### src/rtl/alu_pkg.sv
// Shared ALU constants: func codes, functional-unit bit indices and the
// index-to-func mapping used by both the decoder and the result encoder.
package alu_pkg;

  localparam int NUM_UNITS = 7;

  localparam logic [3:0] FUNC_ADD = 4'b0011;
  localparam logic [3:0] FUNC_SUB = 4'b0100;
  localparam logic [3:0] FUNC_XOR = 4'b0101;
  localparam logic [3:0] FUNC_OR  = 4'b0110;
  localparam logic [3:0] FUNC_AND = 4'b0111;
  localparam logic [3:0] FUNC_DIV = 4'b1000;
  localparam logic [3:0] FUNC_MOD = 4'b1001;

  localparam int IDX_XOR = 6;
  localparam int IDX_ADD = 5;
  localparam int IDX_SUB = 4;
  localparam int IDX_AND = 3;
  localparam int IDX_OR  = 2;
  localparam int IDX_DIV = 1;
  localparam int IDX_MOD = 0;

  typedef enum logic [1:0] {
    OCC_EMPTY = 2'd0,
    OCC_ONE   = 2'd1,
    OCC_FULL  = 2'd2
  } occ_e;

  function automatic logic [3:0] idx_to_func(input logic [2:0] idx);
    logic [3:0] func;
    case (idx)
      3'(IDX_XOR): func = FUNC_XOR;
      3'(IDX_ADD): func = FUNC_ADD;
      3'(IDX_SUB): func = FUNC_SUB;
      3'(IDX_AND): func = FUNC_AND;
      3'(IDX_OR):  func = FUNC_OR;
      3'(IDX_DIV): func = FUNC_DIV;
      3'(IDX_MOD): func = FUNC_MOD;
      default:     func = 4'b0000;
    endcase
    return func;
  endfunction

endpackage

### src/rtl/alu_result_encoder_result_fifo2.sv
// Two-entry FIFO with a registered head; occupancy is tracked as a small FSM.
module result_fifo2
  import alu_pkg::*;
#(
  parameter int EW = 13
) (
  input  logic          clk,
  input  logic          rst_n,
  input  logic          push_i,
  input  logic          pop_i,
  input  logic [EW-1:0] din_i,
  output logic [EW-1:0] head_o,
  output logic          valid_o,
  output logic          full_o,
  output occ_e          occupancy_o
);

  occ_e          state_q, state_d;
  logic [EW-1:0] head_q, head_d;
  logic [EW-1:0] tail_q, tail_d;

  always_ff @(posedge clk) begin
    if (!rst_n) begin
      state_q <= OCC_EMPTY;
      head_q  <= '0;
      tail_q  <= '0;
    end else begin
      state_q <= state_d;
      head_q  <= head_d;
      tail_q  <= tail_d;
    end
  end

  // The head register is always the oldest entry, so a pop from FULL shifts tail up.
  always_comb begin
    state_d = state_q;
    head_d  = head_q;
    tail_d  = tail_q;
    case (state_q)
      OCC_EMPTY: begin
        if (push_i) begin
          state_d = OCC_ONE;
          head_d  = din_i;
        end
      end
      OCC_ONE: begin
        if (push_i && pop_i) begin
          head_d = din_i;
        end else if (push_i) begin
          state_d = OCC_FULL;
          tail_d  = din_i;
        end else if (pop_i) begin
          state_d = OCC_EMPTY;
        end
      end
      OCC_FULL: begin
        if (pop_i) begin
          state_d = OCC_ONE;
          head_d  = tail_q;
        end
      end
      default: state_d = OCC_EMPTY;
    endcase
  end

  always_comb begin
    valid_o     = (state_q != OCC_EMPTY);
    full_o      = (state_q == OCC_FULL);
    occupancy_o = state_q;
    head_o      = head_q;
  end

endmodule

### src/rtl/alu_result_encoder.sv
// Collects functional-unit completions, re-encodes the winning unit to its
// func code and queues {func, result, collision} for the write-back stage.
module alu_result_encoder
  import alu_pkg::*;
#(
  parameter int WIDTH = 8
) (
  input  logic                       clk,
  input  logic                       rst_n,
  input  logic [NUM_UNITS-1:0]       unit_done,
  input  logic [NUM_UNITS*WIDTH-1:0] unit_result,
  output logic                       accept_ready,
  output logic                       out_valid,
  input  logic                       out_ready,
  output logic [3:0]                 out_func,
  output logic [WIDTH-1:0]           out_result,
  output logic                       out_collision,
  output logic                       overrun,
  input  logic                       clear_flags,
  output logic [7:0]                 collision_count
);

  localparam int EW = WIDTH + 5;

  logic [2:0]       winIdx;
  logic [WIDTH-1:0] winResult;
  logic             anyDone;
  logic             collision;
  logic             push;
  logic             pop;
  logic             fifoFull;
  logic [EW-1:0]    headEntry;
  occ_e             occupancy;

  logic             overrun_q, overrun_d;
  logic [7:0]       collCount_q, collCount_d;

  // Ascending scan so the highest set index is the last one to win.
  always_comb begin
    winIdx = 3'd0;
    for (int i = 0; i < NUM_UNITS; i++) begin
      if (unit_done[i]) winIdx = 3'(i);
    end
    winResult = unit_result[winIdx*WIDTH +: WIDTH];
    anyDone   = |unit_done;
    collision = (unit_done & (unit_done - 7'd1)) != 7'd0;
  end

  assign accept_ready = !fifoFull;
  assign push         = anyDone && accept_ready;
  assign pop          = out_valid && out_ready;

  result_fifo2 #(.EW(EW)) u_fifo (
    .clk         (clk),
    .rst_n       (rst_n),
    .push_i      (push),
    .pop_i       (pop),
    .din_i       ({idx_to_func(winIdx), winResult, collision}),
    .head_o      (headEntry),
    .valid_o     (out_valid),
    .full_o      (fifoFull),
    .occupancy_o (occupancy)
  );

  assign out_func      = headEntry[EW-1 -: 4];
  assign out_result    = headEntry[WIDTH:1];
  assign out_collision = headEntry[0];

  // A new event in the same cycle as clear_flags takes precedence over the clear.
  always_comb begin
    overrun_d   = clear_flags ? 1'b0 : overrun_q;
    collCount_d = clear_flags ? 8'd0 : collCount_q;
    if (anyDone && !accept_ready) overrun_d = 1'b1;
    if (push && collision && collCount_d != 8'hFF) collCount_d = collCount_d + 8'd1;
  end

  always_ff @(posedge clk) begin
    if (!rst_n) begin
      overrun_q   <= 1'b0;
      collCount_q <= 8'd0;
    end else begin
      overrun_q   <= overrun_d;
      collCount_q <= collCount_d;
    end
  end

  assign overrun         = overrun_q;
  assign collision_count = collCount_q;

endmodule

### config.mk
export PLATFORM = sky130hd
export DESIGN_NAME = alu_result_encoder
export DESIGN_NICKNAME = d
export VERILOG_FILES = /design/src/rtl/alu_pkg.sv /design/src/rtl/alu_result_encoder_result_fifo2.sv /design/src/rtl/alu_result_encoder.sv
export SDC_FILE = /design/constraint.sdc
export NUM_CORES = 1
export LEC_CHECK = 0
export CAP_MARGIN = 10
export CORE_MARGIN = 3
export CORE_UTILIZATION = 45
export DETAILED_ROUTE_END_ITERATION = 8
export PLACE_DENSITY_LB_ADDON = 0.12
export SETUP_SLACK_MARGIN = 0.1
export SLEW_MARGIN = 30
export SYNTH_ARGS = -nofsm -noshare
export SYNTH_HDL_FRONTEND = slang
export SYNTH_SLANG_ARGS = --single-unit
### constraint.sdc
create_clock -name clk -period 2.9 [get_ports clk]
set_clock_uncertainty 0.2 [all_clocks]
set_input_delay 0.58 -clock clk [delete_from_list [all_inputs] [get_ports clk]]
set_output_delay 0.58 -clock clk [all_outputs]
set_load 0.02 [all_outputs]
==> impl_metrics.json <==
{
  "setup_viol": 0,
  "finalWorstSetupSlack_ns": 0.2133,
  "dpl-instance-area_um2": 3452,
  "multi_input_area_um2": 1525,
  "cts_buffer_depth": 2,
  "firstDrtPassIters": 4,
  "initial_core_util": 0.4858,
  "syn_area_per_cell_um2": 7.574,
  "report.final.slew_viol_count": 0,
  "holdWs_ns": 0.2742,
  "place_ws_ns": -0.3409,
  "portBuffers": 90,
  "ys_warn_count": 0,
  "drc": 0,
  "antenna_cells": 0,
  "nNetsFinal": 485,
  "htreeDepth": 2,
  "gr-total-overflow": 0,
  "die_x_um": 79.05,
  "area_delta_synth_final_pct": 47.47,
  "start_kind": "primary input",
  "row_count": 25,
  "worst_slew_pin_slew_ns": 0.6612,
  "synth_edf_count": 0,
  "drive_gt1_frac": 0.1292,
  "clock_sinks": 37,
  "async_flop_share": 0,
  "r2r_start": "collision_count[0]",
  "grt_max_degree": 33,
  "r2r-end": "collision_count[6]",
  "postLayoutCellArea_um2": 3541,
  "hp-class": "flip-flop to flip-flop",
  "grt_pass1_vias": 2569,
  "min_from": "u_fifo.tail_q[6]",
  "cts_tree": "built",
  "syn_inst": 317,
  "final_common_cell": "clkdlybuf4s50_1",
  "drtIter0Drc": 203,
  "cp.arrival_ns": 2.69,
  "synthFlopType": "dfxtp_1",
  "ff2ff_path_depth": 7,
  "fin_util": 0.7165,
  "hold_viol": 0,
  "rsz0062_at_grt": "false",
  "synth_cell_types": 50,
  "seqCellArea_um2": 740.7,
  "antenna_found_initial": 0,
  "slew_headroom": 0.5578,
  "finalSetupTns_ns": 0,
  "rrSetupSlack_ns": 0.64,
  "yosysSeqAreaShare": 0.3085,
  "status": "completed",
  "die_area_um2": 6248,
  "layout_common_cells": "clkdlybuf4s50_1, o21ai_0, dfxtp_1",
  "root_buffer": "clkbuf_8",
  "grt_usage": 0.2437,
  "mappedNetlistArea_um2": 2401,
  "die_h_um": 79.05,
  "finalCritPeriodShare": 0.9265,
  "io_pins": 91,
  "fmaxAchievable_ghz": 0.3722,
  "routed_wl_um": 7454,
  "hold_end": "u_fifo.tail_q[6]",
  "cts_buffers": 5,
  "end_kind": "flip-flop",
  "dp_hpwl_um": 5896,
  "gp_congestion": 0.8176,
  "path_class": "primary input to flip-flop",
  "powerDensity_nw_per_um2": 370.8,
  "via_per_inst": 5.575,
  "cap_viol_max_count": 0,
  "fill_cells": 437,
  "hold_depth": 2,
  "post-cts-setup-buffer-count": 0,
  "num_vias": 2704,
  "antenna_left": 0,
  "p_leak_nw": 1.313,
  "synth_nets": 385,
  "synth_seq_cells": 37,
  "insertion_delay_ns": 0.28,
  "irDropWorstVdd_v": 0.0003963,
  "core_area_um2": 4942,
  "period_minus_slack_ns": 2.687,
  "crit_required_ns": 2.90,
  "grt_pass1_wl_um": 12280,
  "critPathMaxFanout": 13,
  "clkSlewWorstSetupHoldPaths_ns": 0.07,
  "wl_per_cell_um": 15.37
}
[power by group]
part / internal, W / switching, W
Combinational: 0.000218 / 0.000184
Clock: 0.000166 / 0.000174
Sequential: 0.000547 / 0.0000232
[critical path, stage by stage]
cell and delay [ns]:
clkdlybuf4s50_1 0.57, or4_1 0.17, nor3_1 0.06, buf_4 0.14
or4_4 0.57, or3_1 0.37, a211oi_1 0.22
[metrics by stage]
step	instances	total power [W]
floorplan	317	0.0007780
finish	485	0.001313
detailed placement	477	0.0009818
CTS	485	0.001319
global route	485	0.001388
global placement	477	0.0009742
[worst max-delay path by stage]
stage	slack, ns	depth (start not counted)	start	to
floorplan	0.47	8	unit_done[5]	collision_count[5]
global placement	-0.22	7	unit_done[5]	u_fifo.tail_q[1]
detailed placement	-0.34	7	unit_done[5]	u_fifo.tail_q[1]
CTS	0.22	7	unit_done[3]	collision_count[6]
global route	0.12	7	unit_done[5]	u_fifo.tail_q[1]
finish	0.21	7	unit_done[5]	collision_count[6]
[state kept, by name, indices dropped and copies added (netlist names)]
name                count
collision_count         8
u_fifo.head_o          13
u_fifo.tail_q          13
overrun                 1
u_fifo.occupancy_o      2
[cells in the mapped netlist (2+ instances only)]
master | instances | share of area
o21ai_0 | 40 | 0.083
dfxtp_1 | 37 | 0.31
a21oi_1 | 32 | 0.067
nand2_1 | 26 | 0.041
nor2_1 | 23 | 0.036
nor2b_1 | 19 | 0.050
o22ai_1 | 16 | 0.042
or3b_2 | 16 | 0.058
clkbuf_1 | 15 | 0.023
nor3_1 | 11 | 0.023
nand2b_1 | 9 | 0.023
o21bai_1 | 9 | 0.028
mux2i_1 | 7 | 0.029
inv_1 | 5 | 0.0078
buf_6 | 4 | 0.019
or3_1 | 4 | 0.010
nand4_1 | 3 | 0.0078
a2111o_1 | 2 | 0.0094
a211oi_1 | 2 | 0.0063
a311oi_1 | 2 | 0.0073
and2_1 | 2 | 0.0052
nand3_1 | 2 | 0.0042
nor3_2 | 2 | 0.0083
o211a_1 | 2 | 0.0083
o311ai_0 | 2 | 0.0073
[what timing repair did]
action / CTS / global route
endpoints found under the setup margin: 8 / 0
hold buffers: 0 / 0
gates resized for setup: 1 / 0
[final cells by class]
cell class / instances / area share
clock buffers: 6 / 0.02049
repair buffers: 114 / 0.3053
well taps: 67 / 0.02367
multi-input cells: 252 / 0.4307
inverters: 7 / 0.007774
clock inverters: 2 / 0.002827
flip-flops and latches: 37 / 0.2092
[per-layer routing]
layer  up-vias  wire length (µm)  GRT usage
met5         -                 0          0
met1      1258              3058     0.3011
li1       1350                 -          -
met2        86              3837     0.4327
met4         0               110    0.06357
met3        10               447    0.04535
[cell families (layout without fill, tap and decap cells)]
group,after synthesis,after routing,synth area share
compound gates,116,116,0.2903
xor+xnor,1,1,0.003648
fa+ha+maj,2,2,0.009379
buf+inv,28,129,0.05888
flops,37,37,0.3085
mux,7,7,0.02918
simple gates,126,126,0.3002
Note: power is estimated with default switching activity, not from simulation.
